<file path="config.mk">
export PLATFORM = sky130hd
export DESIGN_NAME = spike_residue_sched
export DESIGN_NICKNAME = d
export VERILOG_FILES = /design/src/rtl/spike_residue_sched.sv
export SDC_FILE = /design/constraint.sdc
export NUM_CORES = 1
export LEC_CHECK = 0
export BUFFER_PORTS_ARGS = -buffer_cell sky130_fd_sc_hd__buf_2
export CAP_MARGIN = 0
export CORE_UTILIZATION = 50
export DETAILED_ROUTE_END_ITERATION = 10
export GPL_ROUTABILITY_DRIVEN = 0
export PLACE_DENSITY = 0.69
export SYNTH_ARGS = -nofsm -noshare
export SYNTH_HDL_FRONTEND = slang
export SYNTH_SLANG_ARGS = --single-unit
</file>
<file path="constraint.sdc">
create_clock -name clk -period 14.36 [get_ports clk]
set_input_delay 0.718 -clock clk [delete_from_list [all_inputs] [get_ports clk]]
set_output_delay 0.718 -clock clk [all_outputs]
set_load 0.02 [all_outputs]
</file>
<file path="src/rtl/spike_residue_sched.sv">
// spike_residue_sched: one threshold/residue datapath shared by NUM_NEURONS
// neurons. Each accepted partial sum is added to the neuron's residue. A sum
// that crosses the threshold emits a spike and keeps the excess as the new
// residue. Timestep ends either acknowledge immediately or sweep the residues
// back to zero first.
module spike_residue_sched #(
  parameter int WIDTH       = 8,
  parameter int NUM_NEURONS = 4,
  parameter int ID_W        = 2,
  parameter int THRESHOLD   = 64,
  parameter bit CLEAR_ON_TS = 1'b0
) (
  input  logic             clk,
  input  logic             rst,
  input  logic             cfg_we,
  input  logic [WIDTH-1:0] cfg_threshold,
  input  logic             in_valid,
  output logic             in_ready,
  input  logic [ID_W-1:0]  in_id,
  input  logic [WIDTH-1:0] in_psum,
  output logic             spk_valid,
  input  logic             spk_ready,
  output logic [ID_W-1:0]  spk_id,
  input  logic             ts_end,
  output logic             ts_done,
  output logic             busy
);

  typedef enum logic [1:0] {S_CLEAR, S_IDLE, S_CALC, S_SPIKE} state_t;

  localparam logic [ID_W-1:0] LAST_IDX = ID_W'(NUM_NEURONS - 1);
  localparam logic [ID_W:0]   NN       = (ID_W + 1)'(NUM_NEURONS);

  state_t            state_q, state_d;
  logic [ID_W-1:0]   clr_idx_q, clr_idx_d;
  logic              pend_q, pend_d;
  logic              ts_clr_q, ts_clr_d;
  logic [WIDTH-1:0]  thr_q;
  logic [ID_W-1:0]   id_q, id_d;
  logic [WIDTH-1:0]  psum_q, psum_d;
  logic [WIDTH-1:0]  res_q [NUM_NEURONS];

  logic              id_ok;
  logic [WIDTH-1:0]  rd_res;
  logic [WIDTH-1:0]  sum_c;
  logic              fire_c;
  logic              wr_en;
  logic [ID_W-1:0]   wr_idx;
  logic [WIDTH-1:0]  wr_data;
  logic              ts_done_c;

  // Unsigned add at WIDTH+1 bits, clamped to all-ones on carry out.
  function automatic logic [WIDTH-1:0] sat_add(input logic [WIDTH-1:0] a,
                                               input logic [WIDTH-1:0] b);
    logic [WIDTH:0] s;
    s = {1'b0, a} + {1'b0, b};
    return s[WIDTH] ? {WIDTH{1'b1}} : s[WIDTH-1:0];
  endfunction

  assign in_ready  = (state_q == S_IDLE) && !pend_q && !ts_end;
  assign spk_valid = (state_q == S_SPIKE);
  assign spk_id    = (state_q == S_SPIKE) ? id_q : '0;
  assign busy      = (state_q != S_IDLE);
  assign ts_done   = ts_done_c;
  assign id_ok     = ({1'b0, id_q} < NN);

  // Residue read mux; out-of-range ids read zero and are never written.
  always_comb begin
    rd_res = '0;
    for (int i = 0; i < NUM_NEURONS; i++) begin
      if (id_q == ID_W'(i)) rd_res = res_q[i];
    end
  end

  assign sum_c  = sat_add(rd_res, psum_q);
  assign fire_c = (sum_c > thr_q);

  // Next-state, residue write port and timestep acknowledge.
  always_comb begin
    state_d   = state_q;
    clr_idx_d = clr_idx_q;
    pend_d    = pend_q | ts_end;
    ts_clr_d  = ts_clr_q;
    id_d      = id_q;
    psum_d    = psum_q;
    wr_en     = 1'b0;
    wr_idx    = id_q;
    wr_data   = sum_c;
    ts_done_c = 1'b0;
    unique case (state_q)
      S_CLEAR: begin
        wr_en   = 1'b1;
        wr_idx  = clr_idx_q;
        wr_data = '0;
        if (clr_idx_q == LAST_IDX) begin
          state_d   = S_IDLE;
          clr_idx_d = '0;
          ts_done_c = ts_clr_q;
          ts_clr_d  = 1'b0;
        end else begin
          clr_idx_d = clr_idx_q + 1'b1;
        end
      end
      S_IDLE: begin
        if (pend_q) begin
          // A ts_end arriving in this same cycle collapses into this service.
          pend_d = 1'b0;
          if (CLEAR_ON_TS) begin
            state_d   = S_CLEAR;
            clr_idx_d = '0;
            ts_clr_d  = 1'b1;
          end else begin
            ts_done_c = 1'b1;
          end
        end else if (in_valid && in_ready) begin
          id_d    = in_id;
          psum_d  = in_psum;
          state_d = S_CALC;
        end
      end
      S_CALC: begin
        state_d = S_IDLE;
        if (id_ok) begin
          wr_en = 1'b1;
          if (fire_c) begin
            wr_data = sum_c - thr_q;
            state_d = S_SPIKE;
          end
        end
      end
      S_SPIKE: begin
        if (spk_ready) state_d = S_IDLE;
      end
      default: state_d = S_CLEAR;
    endcase
  end

  // Control registers: FSM, clear index, pending timestep flag, threshold.
  always_ff @(posedge clk) begin
    if (rst) begin
      state_q   <= S_CLEAR;
      clr_idx_q <= '0;
      pend_q    <= 1'b0;
      ts_clr_q  <= 1'b0;
      thr_q     <= WIDTH'(THRESHOLD);
    end else begin
      state_q   <= state_d;
      clr_idx_q <= clr_idx_d;
      pend_q    <= pend_d;
      ts_clr_q  <= ts_clr_d;
      if (cfg_we) thr_q <= cfg_threshold;
    end
  end

  // Datapath registers: captured request and per-neuron residues.
  always_ff @(posedge clk) begin
    id_q   <= id_d;
    psum_q <= psum_d;
    for (int i = 0; i < NUM_NEURONS; i++) begin
      if (wr_en && (wr_idx == ID_W'(i))) res_q[i] <= wr_data;
    end
  end

endmodule

</file>
* After elaboration in Yosys (flattened, before gate mapping)
Memories as Yosys holds them, arrays and structs flattened.
Cells that the tools add are included.
** Storage, ports and cells
- Output and inout bits :: 6
- RAM bits :: 32
- Register bits after elaboration :: 23
- Input port bits :: 24
- Word-level logic and storage cells :: 84
- Memories kept :: 1
** Memories
- res_q :: words 4, bits a word 8, read ports 4, clocked after memory_dff 0, wr ports 1, RTL line 41 : logic [WIDTH-1:0] res_q [NUM_NEURONS];
** Cells by class
- Reduce and logical (&&, ||, !) cells :: 18
- Multiplexer cells :: 38
- Eq/ne operators :: 15
- Add/subtract/negate cells :: 3
- Bitwise logic cells :: 2
- Magnitude comparators :: 1
** Operators with widths (count)
- $mux 8 :: 9
- $reduce_or 8->1 :: 3
- $mux 2 :: 11
- $mux 1 :: 16
- $pmux 8 s2 :: 1
- $eq 2x2->1 const B :: 7
- $add 8x8->9 :: 1
- $gt 8x8->1 :: 1
- $pmux 2 s4 :: 1
- $sub 8x8->8 :: 1
- $logic_and 1x1->1 :: 7
- $eq 2x1->1 const B :: 3
- $logic_not 2->1 :: 3
- $ne 2x1->1 const B :: 3
- $ne 2x2->1 const B :: 2
- $reduce_and 4->1 :: 1
- $reduce_and 3->1 :: 1
- $add 2x1->2 const B :: 1
- $logic_not 1->1 :: 2
- $reduce_or 2->1 :: 1
- $not 1->1 :: 1
- $or 1x1->1 :: 1

* Longest topological paths before layout
Gate-level depths: netlist of the first run.
- Depth in word-level cells :: 13
- Depth in mapped cells :: 17
- Gate-level depth less buffers :: 15

* Worst setup path after synthesis of the first run
Ideal clock, no wire load.
- Kind :: register -> register
- Start :: register id_q[0]
- End :: memory res_q[0][1], data pin
- Library setup time :: 0.266 ns
- Required time :: 14.094 ns
- Setup slack :: 9.719 ns
- Arrival :: 4.375 ns
- Stages on the path, launching flop included :: 17
- Path buffers :: 1
- Period minus slack after synthesis :: 4.641 ns
- Path through :: edfxtp_1 > buf_1 > mux4_2 > ha_1 > inv_1 > fa_1 > nand2b_1 > a211oi_1 > nor3_1 > ha_1 > inv_1 > fa_1 > a211oi_2 > o21bai_2 > o211ai_1 > mux2_2 > a22o_1
** Between the ends
- Cells in the longest elaborated chain, start to end :: 13
- Elaborated cells between the ends (all ways) :: 28
- Those cells by class :: add/sub: 2; order compare: 1; eq/ne: 5; mux: 15; reduce/logical: 5
** Ends and longest elaborated chain
- start, declared :: RTL line 39 : logic [ID_W-1:0] id_q, id_d;
- start signal, assigned :: RTL line 157 : id_q <= id_d;
- $logic_not 2->1 :: RTL line 71 : if (id_q == ID_W'(i)) rd_res = res_q[i];
- $mux 8 (3 in a row) :: RTL line 71
- $mux 8 * :: RTL line 71
- $add 8x8->9 * :: RTL line 56 : s = {1'b0, a} + {1'b0, b};
- $mux 8 * :: RTL line 57 : return s[WIDTH] ? {WIDTH{1'b1}} : s[WIDTH-1:0];
- $sub 8x8->8 or $gt 8x8->1 (tied branches) :: RTL line 126, 76
- $mux 8 :: RTL line 125 : if (fire_c) begin
- $pmux 8 s2 * :: RTL line 90 : unique case (state_q)
- named net wr_data[1] :: RTL line 49 : logic [WIDTH-1:0] wr_data;
- $mux 8 (no line) (2 in a row)
- $mux 8 (no line) *
- end, declared :: RTL line 41
The timed path passes the listed nets; every way through them passes the cells marked *.

* Worst setup path after layout of the first run
Same ends and word-level chain as after synthesis.

==> results of run 1 <==
-- layout make-up --
type                            instances  share of cell area
Tap cell                               75              0.0270
Timing Repair Buffer                   32              0.0482
Inverter                               20              0.0216
Clock inverter                          2              0.0112
Sequential cell                        55               0.438
Clock buffer                            6              0.0209
Multi-Input combinational cell        189               0.433
-- metrics by stage --
stage / instance area (um^2) / std cells
after global placement: 3360 / 371
after CTS: 3480 / 379
after floorplan: 3150 / 273
final: 3480 / 379
after detailed placement: 3360 / 371
after global routing: 3480 / 379
-- synthesized netlist by cell type, types with 2 or more instances --
cell,number
edfxtp_1,42
nor2_1,25
ha_1,22
inv_1,20
dfxtp_1,13
mux2i_1,12
nand2_1,12
o21ai_0,12
mux4_2,8
nand3_1,8
a211oi_1,7
a21oi_1,7
nor3_1,7
o211ai_1,6
nand4_1,5
and2_1,4
clkbuf_1,4
a211o_1,3
a21o_1,3
a22o_1,3
buf_1,3
nand2b_1,3
nand3b_1,3
or2_2,3
xnor2_1,3
fa_1,2
nor2b_1,2
nor4b_1,2
o21a_1,2
or3_1,2
xor2_1,2
-- cells by family (layout without fill, tap and decap cells) --
family                   after synthesis  in the layout
flip-flops                            55             55
adder cells (fa/ha/maj)               24             24
multiplexers                          21             21
buffers and inverters                 29             60
XOR/XNOR                               5              5
AO/OA/AOI/OAI                         58             58
AND/OR/NAND/NOR                       81             81
-- sequential cells by signal (all words and copies together), names as in the netlist --
register   cells
clr_idx_q      2
thr_q          8
pend_q         1
res_q         32
state_q        2
psum_q         8
id_q           2
-- worst max-delay path by stage --
stage                                  to  depth (start not counted)               from  slack (ps)
finish              res_q[0][1]$_DFFE_PP_                         15  id_q[0]$_DFFE_PP_        9410
global route        res_q[2][1]$_DFFE_PP_                         13  id_q[0]$_DFFE_PP_        9090
CTS                 res_q[0][1]$_DFFE_PP_                         15  id_q[0]$_DFFE_PP_        9380
detailed placement  res_q[1][1]$_DFFE_PP_                         15  id_q[0]$_DFFE_PP_        9420
global placement    res_q[0][1]$_DFFE_PP_                         15  id_q[0]$_DFFE_PP_        9510
floorplan           res_q[0][1]$_DFFE_PP_                         16  id_q[0]$_DFFE_PP_        9720
-- tightest hold or removal path, cell delays in order, from the launching register on --
cell	delay [ps]
dfxtp_1	340
mux2i_1	60
nor2_1	70
-- metal layers --
| layer | vias up | routed length (um) |
|---|---|---|
| met5 | - | 0 |
| met4 | 0 | 27 |
| li1 | 1096 | - |
| met1 | 1050 | 2930 |
| met2 | 54 | 3100 |
| met3 | 2 | 306 |
-- power by group --
part	internal, mW	switching, mW	total [mW]
sequential	0.224	0.0138	0.238
combinational	0.118	0.179	0.297
clock	0.0528	0.0524	0.105
==> metrics.md, run 1 <==
| Metric | Value |
|---|---|
| Initial antenna violation count | 0 |
| Grt peak-use layer | met2 |
| CTS tree | done |
| FFs w/ async S/R, synth | 0 |
| Worst Hold Depth | 2 |
| RSZ-0062 raised after global routing | false |
| Routed Antenna Nets | 0 |
| Post-cts sizing count | 0 |
| Largest family of logic cells by synthesized area | compound AO/OA/AOI/OAI gates |
| First-pass DRT Iterations | 4 |
| Worst slew margin | 0.541 |
| Max IR drop VDD | 92.4 uV |
| Core Area | 5990 um^2 |
| Synth Area in Compound Gates | 0.134 |
| Most common cell after layout, fill and taps aside | edfxtp_1 |
| Post-synthesis simple-gate area fraction | 0.131 |
| Number of buffers created by CTS | 5 |
| PnR worst setup slack | 9410 ps |
| Mapped Cells | 273 |
| Achievable frequency | 0.202 GHz |
| Vias in the first global route | 2038 |
| Status | complete, no violations |
| Largest stage delay on the critical path | 750 ps |
| Hold Violations, Final | 0 |
| Hpwl dp | 4840 um |
| Vias | 2202 |
| First-pass GRT wire length | 10100 um |
| DR iter-0 viols | 158 |
| Min-delay src | thr_q[5]$_SDFFE_PP0P_ |
| # port buffers | 29 |
| Adder-Cell Fraction of Synth Area | 0.100 |
| Fill cells | 509 |
| CTS root buf | clkbuf_8 |
| Die footprint | 6610 um^2 |
| Area of the multi-input gates | 1510 um^2 |
| Final setup violation count | 0 |
| CTS Hold Bufs | 0 |
| Clock sink count | 55 |
| Synth cell types | 54 |
| GR Layer Usage met2 | 0.344 |
| Pwr Density | 184 nW/um^2 |
| CP Data Required Time | 14410 ps |
| Die Wd | 81.3 um |
| Final wirelength | 6370 um |
| CTS H-tree depth | 2 |
| Critical Path Fanout Max | 12 |
| Highest-delay cell along the critical path | edfxtp_1 |
| Top cells by area, synth | edfxtp_1, ha_1, dfxtp_1 |
| Clock transition at path regs | 100 ps |
| GRT met1 Usage | 0.280 |
| Sequential cell area | 1520 um^2 |
| Dpl ws | 9420 ps |
| Buffer count from post-CTS setup fixing | 0 |
| Most frequent cells in the layout | edfxtp_1, buf_2, nor2_1 |
| I/O Pins | 30 |
| Max Cap Violations | 0 |
| Bufs and invs on worst path | 2 |
| Largest net degree at the start of global routing | 21 |
| Reg2reg end | res_q[0][1]$_DFFE_PP_ |
| Final hold slack | 501 ps |
| Antenna Cells | 0 |
| R2R Path Start | id_q[0]$_DFFE_PP_ |
| Clock insertion delay at the later pin of the skew report | 310 ps |
| Critical path arrival | 5000 ps |
| Worst setup SP type | register |
| Share of cells above drive strength 1 | 0.181 |
| Crit end category | register |
| GR Util met3 | 0.0461 |
| Post-synth EDFFs | 42 |
| Hold crit path type | register to register |
| PnR Total Power | 0.640 mW |
| Critical Setup Path Class | register to register |
| Crit-path cells | mux4_2 > ha_1 > inv_1 > fa_1 > nand2b_1 > a211oi_1 > nor3_1 > ha_1 > inv_1 > fa_1 > a211oi_2 > o21bai_2 > o211ai_1 > mux2_2 > a22o_1 |
| Leakage | 1.35 nW |
| Layout overhead on the synthesized area | 10.5% |
| Clock buffer depth | 2 |
| Ys Warns | 0 |
| Slew @ Worst Pin | 679 ps |
| Post-synthesis xor/xnor area fraction | 0.0139 |
| Synthesized area per cell | 11.5 um^2 |
| Clock Skew | 7.44 ps |
| Max Slew Vio Count | 0 |
| Top_reg_cell synth | edfxtp_1 |
| Cell taking the most area after synthesis | edfxtp_1 |
| R2R setup slack | 9410 ps |
| Drt via density | 5.81 |
| TNS Setup | 0 ps |
| Fin crit period | 4950 ps |
| Tcrit/Tclk final | 0.344 |
| Reg2reg path depth | 15 |
| Final nets | 351 |
| Mapped Nets | 321 |
| Fin util | 0.580 |
| Routed WL per cell | 16.8 um |
| DR DRC count | 0 |
| Starting Density | 0.525 |
| Post-Syn Area | 3150 um^2 |
| Sequential share of the synthesized area | 0.484 |
| Mux cell area share after synthesis | 0.0990 |
| Area share of the largest cell type after synthesis | 0.401 |
| Tot GR Track Use | 0.209 |
| Flops & latches, synth | 55 |
| Die height | 81.3 um |
| Hold path endpoint | thr_q[5]$_SDFFE_PP0P_ |
| Num rows | 28 |
| Worst path top cell family by delay | compound AO/OA/AOI/OAI gates |
| Total grt overflow | 0 |
Power figures use the tool's default switching activity.
==> run 2: changes to the inputs <==
ABC_AREA = 1   (was default)
clock period = 4.9 ns   (was 14.36 ns; I/O delays follow)
==> run 2 against run 1 <==
  * Non-clock buffer count is 2 lower
  * Fmax is 15% higher
  * Worst setup slack worse by 8800 ps
  * Register-to-register slack worse by 8800 ps
  * Count of clock-buffer cells in the layout is 1 lower
  * Die area is 0.39% higher
  * Global-route usage is 0.97 points higher
  * Flip-flop and latch count stayed put
  * First-iteration DRC count is 13% lower
  * Clock power grew to 2.5 times the previous value
  * Sequential share of layout area hardly changed
  * Sequential power grew to 3.4 times the previous value
  * Largest power group unchanged
  * Highest routed layer unchanged
==> metrics.md, run 2 <==
| Metric | Value |
|---|---|
| Largest stage delay on the critical path | 780 ps |
| Most frequent cells in the layout | nand2_1, inv_1, edfxtp_1 |
| Hpwl dp | 5240 um |
| First-pass DRT Iterations | 4 |
| Hold crit path type | primary input to register |
| Clock sink count | 55 |
| Mapped Nets | 420 |
| CTS Hold Bufs | 0 |
| Reg2reg path depth | 27 |
| RSZ-0062 raised after global routing | false |
| Post-synthesis simple-gate area fraction | 0.227 |
| GR Layer Usage met2 | 0.380 |
| Post-cts sizing count | 0 |
| Largest net degree at the start of global routing | 22 |
| CP Data Required Time | 5000 ps |
| Final nets | 452 |
| GR Util met3 | 0.0367 |
| Grt peak-use layer | met2 |
| Layout overhead on the synthesized area | 10.2% |
| Buffer count from post-CTS setup fixing | 0 |
| CTS root buf | clkbuf_8 |
| Most common cell after layout, fill and taps aside | nand2_1 |
| Mux cell area share after synthesis | 0 |
| Synth cell types | 31 |
| Slew @ Worst Pin | 789 ps |
| Post-synth EDFFs | 42 |
| Vias | 2466 |
| Ys Warns | 0 |
| Biggest regs | res_q x32, psum_q x8, thr_q x8 |
| Num rows | 28 |
| Mapped Cells | 372 |
| Worst Hold Depth | 1 |
| Die height | 81.5 um |
| Max Cap Violations | 0 |
| Critical path arrival | 4390 ps |
| Cell taking the most area after synthesis | edfxtp_1 |
| Clock transition at path regs | 110 ps |
| Register with the most flip-flops | res_q |
| Max IR drop VDD | 258 uV |
| Post-synthesis xor/xnor area fraction | 0.0139 |
| CTS H-tree depth | 2 |
| Share of cells above drive strength 1 | 0.143 |
| Tot GR Track Use | 0.218 |
| Status | complete, no violations |
| Adder-Cell Fraction of Synth Area | 0.0998 |
| Achievable frequency | 0.233 GHz |
| Hold path endpoint | psum_q[1]$_DFFE_PP_ |
| Clock insertion delay at the later pin of the skew report | 320 ps |
| Final hold slack | 95.8 ps |
| Fin util | 0.581 |
| Drt via density | 5.14 |
| R2R setup slack | 620 ps |
| Antenna Cells | 0 |
| Max Slew Vio Count | 0 |
| Clock Skew | 7.54 ps |
| # port buffers | 29 |
| Critical Path Fanout Max | 21 |
| TNS Setup | 0 ps |
| Top cells by area, synth | edfxtp_1, nand2_1, ha_1 |
| Final setup violation count | 0 |
| Tcrit/Tclk final | 0.874 |
| R2R Path Start | id_q[0]$_DFFE_PP_ |
| CTS tree | done |
| Flops & latches, synth | 55 |
| Core Area | 5990 um^2 |
| Fill cells | 553 |
| Worst slew margin | 0.472 |
| Total grt overflow | 0 |
| Min-delay src | in_psum[1] |
| Highest-delay cell along the critical path | edfxtp_1 |
| Leakage | 1.65 nW |
| Crit end category | register |
| Pwr Density | 597 nW/um^2 |
| Die footprint | 6640 um^2 |
| First-pass GRT wire length | 10500 um |
| Starting Density | 0.527 |
| Vias in the first global route | 2233 |
| Most used cell along the critical path | nand2_1 |
| Sequential share of the synthesized area | 0.482 |
| Synth cell count leaders | nand2_1, inv_1, edfxtp_1 |
| Final wirelength | 6690 um |
| Largest family of logic cells by synthesized area | simple AND/OR/NAND/NOR gates |
| Critical Setup Path Class | register to register |
| FFs w/ async S/R, synth | 0 |
| Fin crit period | 4280 ps |
| Synthesized area per cell | 8.49 um^2 |
| Top-count cell post-synth | nand2_1 |
| DR iter-0 viols | 137 |
| Post-Syn Area | 3160 um^2 |
| Die Wd | 81.5 um |
| Top_reg_cell synth | edfxtp_1 |
| Worst path top cell family by delay | simple AND/OR/NAND/NOR gates |
| Routed Antenna Nets | 0 |
| Initial antenna violation count | 0 |
| Routed WL per cell | 13.9 um |
| Hold Violations, Final | 0 |
| DR DRC count | 0 |
| Bufs and invs on worst path | 6 |
| I/O Pins | 30 |
| Synth Area in Compound Gates | 0.0971 |
| Number of buffers created by CTS | 5 |
| Reg2reg end | res_q[2][2]$_DFFE_PP_ |
| Worst setup SP type | register |
| Max reg flops | 32 |
| GRT met1 Usage | 0.271 |
| Clock buffer depth | 2 |
| Area share of the largest cell type after synthesis | 0.399 |
run 2: cell count changes after synthesis, moves of 5 or more:
cell | previous run | this run
mux4_2 | 8 | 0
o21ai_0 | 12 | 28
inv_1 | 20 | 58
mux2i_1 | 12 | 0
nand2_1 | 12 | 94
nand2_2 | 0 | 5
a211oi_1 | 7 | 1
nand3_1 | 8 | 31
a21oi_1 | 7 | 16
o211ai_1 | 6 | 0
nor3_1 | 7 | 2
run 2: metal layers:
metal | wire [um] | up-vias | part of all wire
li1 | - | 1277 | -
met1 | 2980 | 1128 | 0.45
met2 | 3300 | 50 | 0.49
met3 | 291 | 11 | 0.043
met4 | 117 | 0 | 0.017
met5 | 0 | - | 0
run 2: area by class of cell:
| type | instances | area, um^2 | share of cell area |
|---|---|---|---|
| Sequential cell | 55 | 1520 | 0.437 |
| Multi-Input combinational cell | 250 | 1380 | 0.397 |
| Inverter | 62 | 233 | 0.0669 |
| Timing Repair Buffer | 30 | 153 | 0.0439 |
| Tap cell | 75 | 93.8 | 0.0270 |
| Clock buffer | 5 | 68.8 | 0.0198 |
| Clock inverter | 3 | 27.5 | 0.00791 |
run 2: worst max path at each step:
stage,to,cells past startpoint,startpoint
after floorplan,res_q[0][5]$_DFFE_PP_,27,id_q[1]$_DFFE_PP_
after global placement,res_q[0][2]$_DFFE_PP_,23,id_q[0]$_DFFE_PP_
after detailed placement,res_q[2][2]$_DFFE_PP_,27,id_q[0]$_DFFE_PP_
after CTS,res_q[2][2]$_DFFE_PP_,27,id_q[0]$_DFFE_PP_
after global routing,res_q[2][2]$_DFFE_PP_,27,id_q[0]$_DFFE_PP_
final,res_q[2][2]$_DFFE_PP_,27,id_q[0]$_DFFE_PP_
run 2: cell families (layout without fill, tap and decap cells):
group,count (synthesis),count (layout)
AND/OR/NAND/NOR,166,166
buffers and inverters,67,100
AO/OA/AOI/OAI,55,55
flip-flops,55,55
adder cells (fa/ha/maj),24,24
XOR/XNOR,5,5
run 2: report_power, final:
| part | switching (mW) | total [mW] | internal [mW] |
|---|---|---|---|
| combinational | 0.668 | 0.999 | 0.330 |
| clock | 0.161 | 0.266 | 0.105 |
| sequential | 0.0591 | 0.812 | 0.753 |
run 2: stage by stage:
| stage | instance area [um^2] | power (mW) | cells | setup slack [ps] |
|---|---|---|---|---|
| 5_1_grt | 3480 | 2.23 | 480 | 243 |
| 4_1_cts | 3480 | 2.08 | 480 | 651 |
| 3_3_place_gp | 3380 | 1.80 | 472 | 768 |
| 6_report | 3480 | 2.08 | 480 | 616 |
| 3_5_place_dp | 3380 | 1.82 | 472 | 677 |
| 2_1_floorplan | 3160 | 1.55 | 372 | 1330 |
run 2: worst register-to-register path, delay by kind of cell, from the launching register on:
family | cells | cell delay [ps]
compound gates | 4 | 610
fa+ha+maj | 4 | 950
flops | 1 | 780
buf+inv | 6 | 580
simple gates | 13 | 1180
==> run 3: changes to the inputs <==
CELL_PAD_IN_SITES_DETAIL_PLACEMENT = 1   (was default)
CELL_PAD_IN_SITES_GLOBAL_PLACEMENT = 1   (was default)
CORE_UTILIZATION = 45   (was 50)
PLACE_DENSITY = default   (was 0.69)
PLACE_DENSITY_LB_ADDON = 0.1   (was default)
RECOVER_POWER = 25   (was default)
==> run 3 against run 2 <==
  * Count of clock-buffer cells in the layout stayed put
  * Die area is 11% higher
  * Non-clock buffer count is 2 higher
  * Hold slack better by 11 ps
  * Clock power is 13% higher
  * Sequential power is 0.6% lower
  * Core utilization is 6.1 points lower
  * Routed wire length is 14% higher
  * Combinational power hardly changed
  * Sequential share of layout area is 0.67 points lower
==> metrics.md, run 3 (synthesis gave the netlist of run 2 again) <==
| Metric | Value |
|---|---|
| Status | complete, no violations |
| Most common cell after layout, fill and taps aside | nand2_1 |
| Max Cap Violations | 0 |
| Tot GR Track Use | 0.231 |
| Max Slew Vio Count | 0 |
| Vias in the first global route | 2628 |
| Clock buffer depth | 2 |
| Register with the most flip-flops | res_q |
| Met3 wire length | 221 um |
| Die Wd | 85.8 um |
| Starting Density | 0.465 |
| PnR worst setup slack | 672 ps |
| Routed Antenna Nets | 0 |
| Hold Violations, Final | 0 |
| CTS H-tree depth | 2 |
| Final wirelength | 7660 um |
| Biggest regs | res_q x32, psum_q x8, thr_q x8 |
| Clock insertion delay at the later pin of the skew report | 300 ps |
| Worst Hold Depth | 1 |
| Initial antenna violation count | 0 |
| Final nets | 454 |
| PnR Total Power | 2.13 mW |
| Largest net degree at the start of global routing | 22 |
| Tcrit/Tclk final | 0.863 |
| Critical path arrival | 4310 ps |
| CTS root buf | clkbuf_8 |
| R2R Path Start | id_q[0]$_DFFE_PP_ |
| Antenna Cells | 0 |
| Reg2reg path depth | 24 |
| Hold crit path type | primary input to register |
| Clock sink count | 55 |
| First-pass GRT wire length | 13000 um |
| Most frequent cells in the layout | nand2_1, inv_1, edfxtp_1 |
| Pwr Density | 604 nW/um^2 |
| Routed length on met2 | 3840 um |
| Fill cells | 845 |
| Achievable frequency | 0.236 GHz |
| Fin crit period | 4230 ps |
| Num rows | 30 |
| DR iter-0 viols | 154 |
| Crit end category | register |
| Vias | 2531 |
| WL met1 | 3450 um |
| Drt via density | 5.03 |
| Min-delay src | in_psum[6] |
| Share of cells above drive strength 1 | 0.140 |
| R2R setup slack | 670 ps |
| Final setup violation count | 0 |
| Layout overhead on the synthesized area | 11.9% |
| Slew @ Worst Pin | 864 ps |
| CP Data Required Time | 4980 ps |
| Final hold slack | 107 ps |
| Die footprint | 7360 um^2 |
| Reg2reg end | res_q[2][2]$_DFFE_PP_ |
| TNS Setup | 0 ps |
| DR DRC count | 0 |
| # port buffers | 29 |
| Worst slew margin | 0.422 |
| First-pass DRT Iterations | 4 |
| Number of buffers created by CTS | 5 |
| CTS Hold Bufs | 0 |
| Buffer count from post-CTS setup fixing | 0 |
| Leakage | 1.66 nW |
| RSZ-0062 raised after global routing | false |
| Post-cts sizing count | 0 |
| Hpwl dp | 6170 um |
| CTS tree | done |
| Routed WL per cell | 15.2 um |
| Total grt overflow | 0 |
| Dpl ws | 533 ps |
| Critical Path Fanout Max | 12 |
| Max reg flops | 32 |
| Core Area | 6790 um^2 |
| Max IR drop VDD | 245 uV |
| Clock transition at path regs | 100 ps |
| DR top layer | met4 |
| Critical Setup Path Class | register to register |
| Worst setup SP type | register |
| Die height | 85.8 um |
| Hold path endpoint | psum_q[6]$_DFFE_PP_ |
| I/O Pins | 30 |
| Clock Skew | 11.5 ps |
==> run 3: area by class of cell <==
class	count	area, um^2	area share
clock buffers	5	68.8	0.0195
clock inverters	3	43.8	0.0124
inverters	62	233	0.0659
multi-input cells	250	1380	0.391
flip-flops and latches	55	1520	0.431
well taps	96	120	0.0340
repair buffers	32	164	0.0464
==> run 3: power by group <==
part | internal (mW) | switching (mW) | leakage [nW]
clock | 0.152 | 0.148 | 0.0581
sequential | 0.752 | 0.0549 | 0.502
combinational | 0.333 | 0.692 | 1.10
==> run 3: worst max-delay path by stage <==
stage	end	start
after floorplan	res_q[0][5]$_DFFE_PP_	id_q[1]$_DFFE_PP_
after global placement	res_q[1][2]$_DFFE_PP_	id_q[0]$_DFFE_PP_
after detailed placement	res_q[2][2]$_DFFE_PP_	id_q[0]$_DFFE_PP_
after CTS	res_q[3][4]$_DFFE_PP_	id_q[0]$_DFFE_PP_
after global routing	res_q[0][2]$_DFFE_PP_	id_q[0]$_DFFE_PP_
final	res_q[2][2]$_DFFE_PP_	id_q[0]$_DFFE_PP_
==> run 3: per-stage QoR <==
stage | area, um^2 | util | std cells
after floorplan | 3160 | - | 372
after global placement | 3420 | 0.503 | 494
after detailed placement | 3420 | 0.503 | 494
after CTS | 3530 | 0.520 | 502
after global routing | 3530 | 0.520 | 503
final | 3530 | 0.520 | 503
==> run 3: critical path: stages (launching register included) <==
cell	delay [ps]
edfxtp_1	600
inv_1	250
o21ai_0	110
o31ai_1	370
ha_1	340
nand2_1	100
inv_1	50
nand2_1	50
nand2_1	80
a21oi_4	200
inv_2	60
or2_1	240
inv_1	80
ha_1	140
inv_1	70
fa_1	430
nand2_2	100
nand2_2	60
nand2_1	70
nand2_2	60
nand2_1	90
nand2_1	70
nand2_2	110
nand2_1	50
o21ai_1	210
==> run 3: layer usage <==
| metal | track usage | vias to the layer above |
|---|---|---|
| met5 | 0 | - |
| met4 | 0.0682 | 0 |
| met3 | 0.0308 | 10 |
| met2 | 0.408 | 45 |
| met1 | 0.297 | 1198 |
| li1 | - | 1278 |
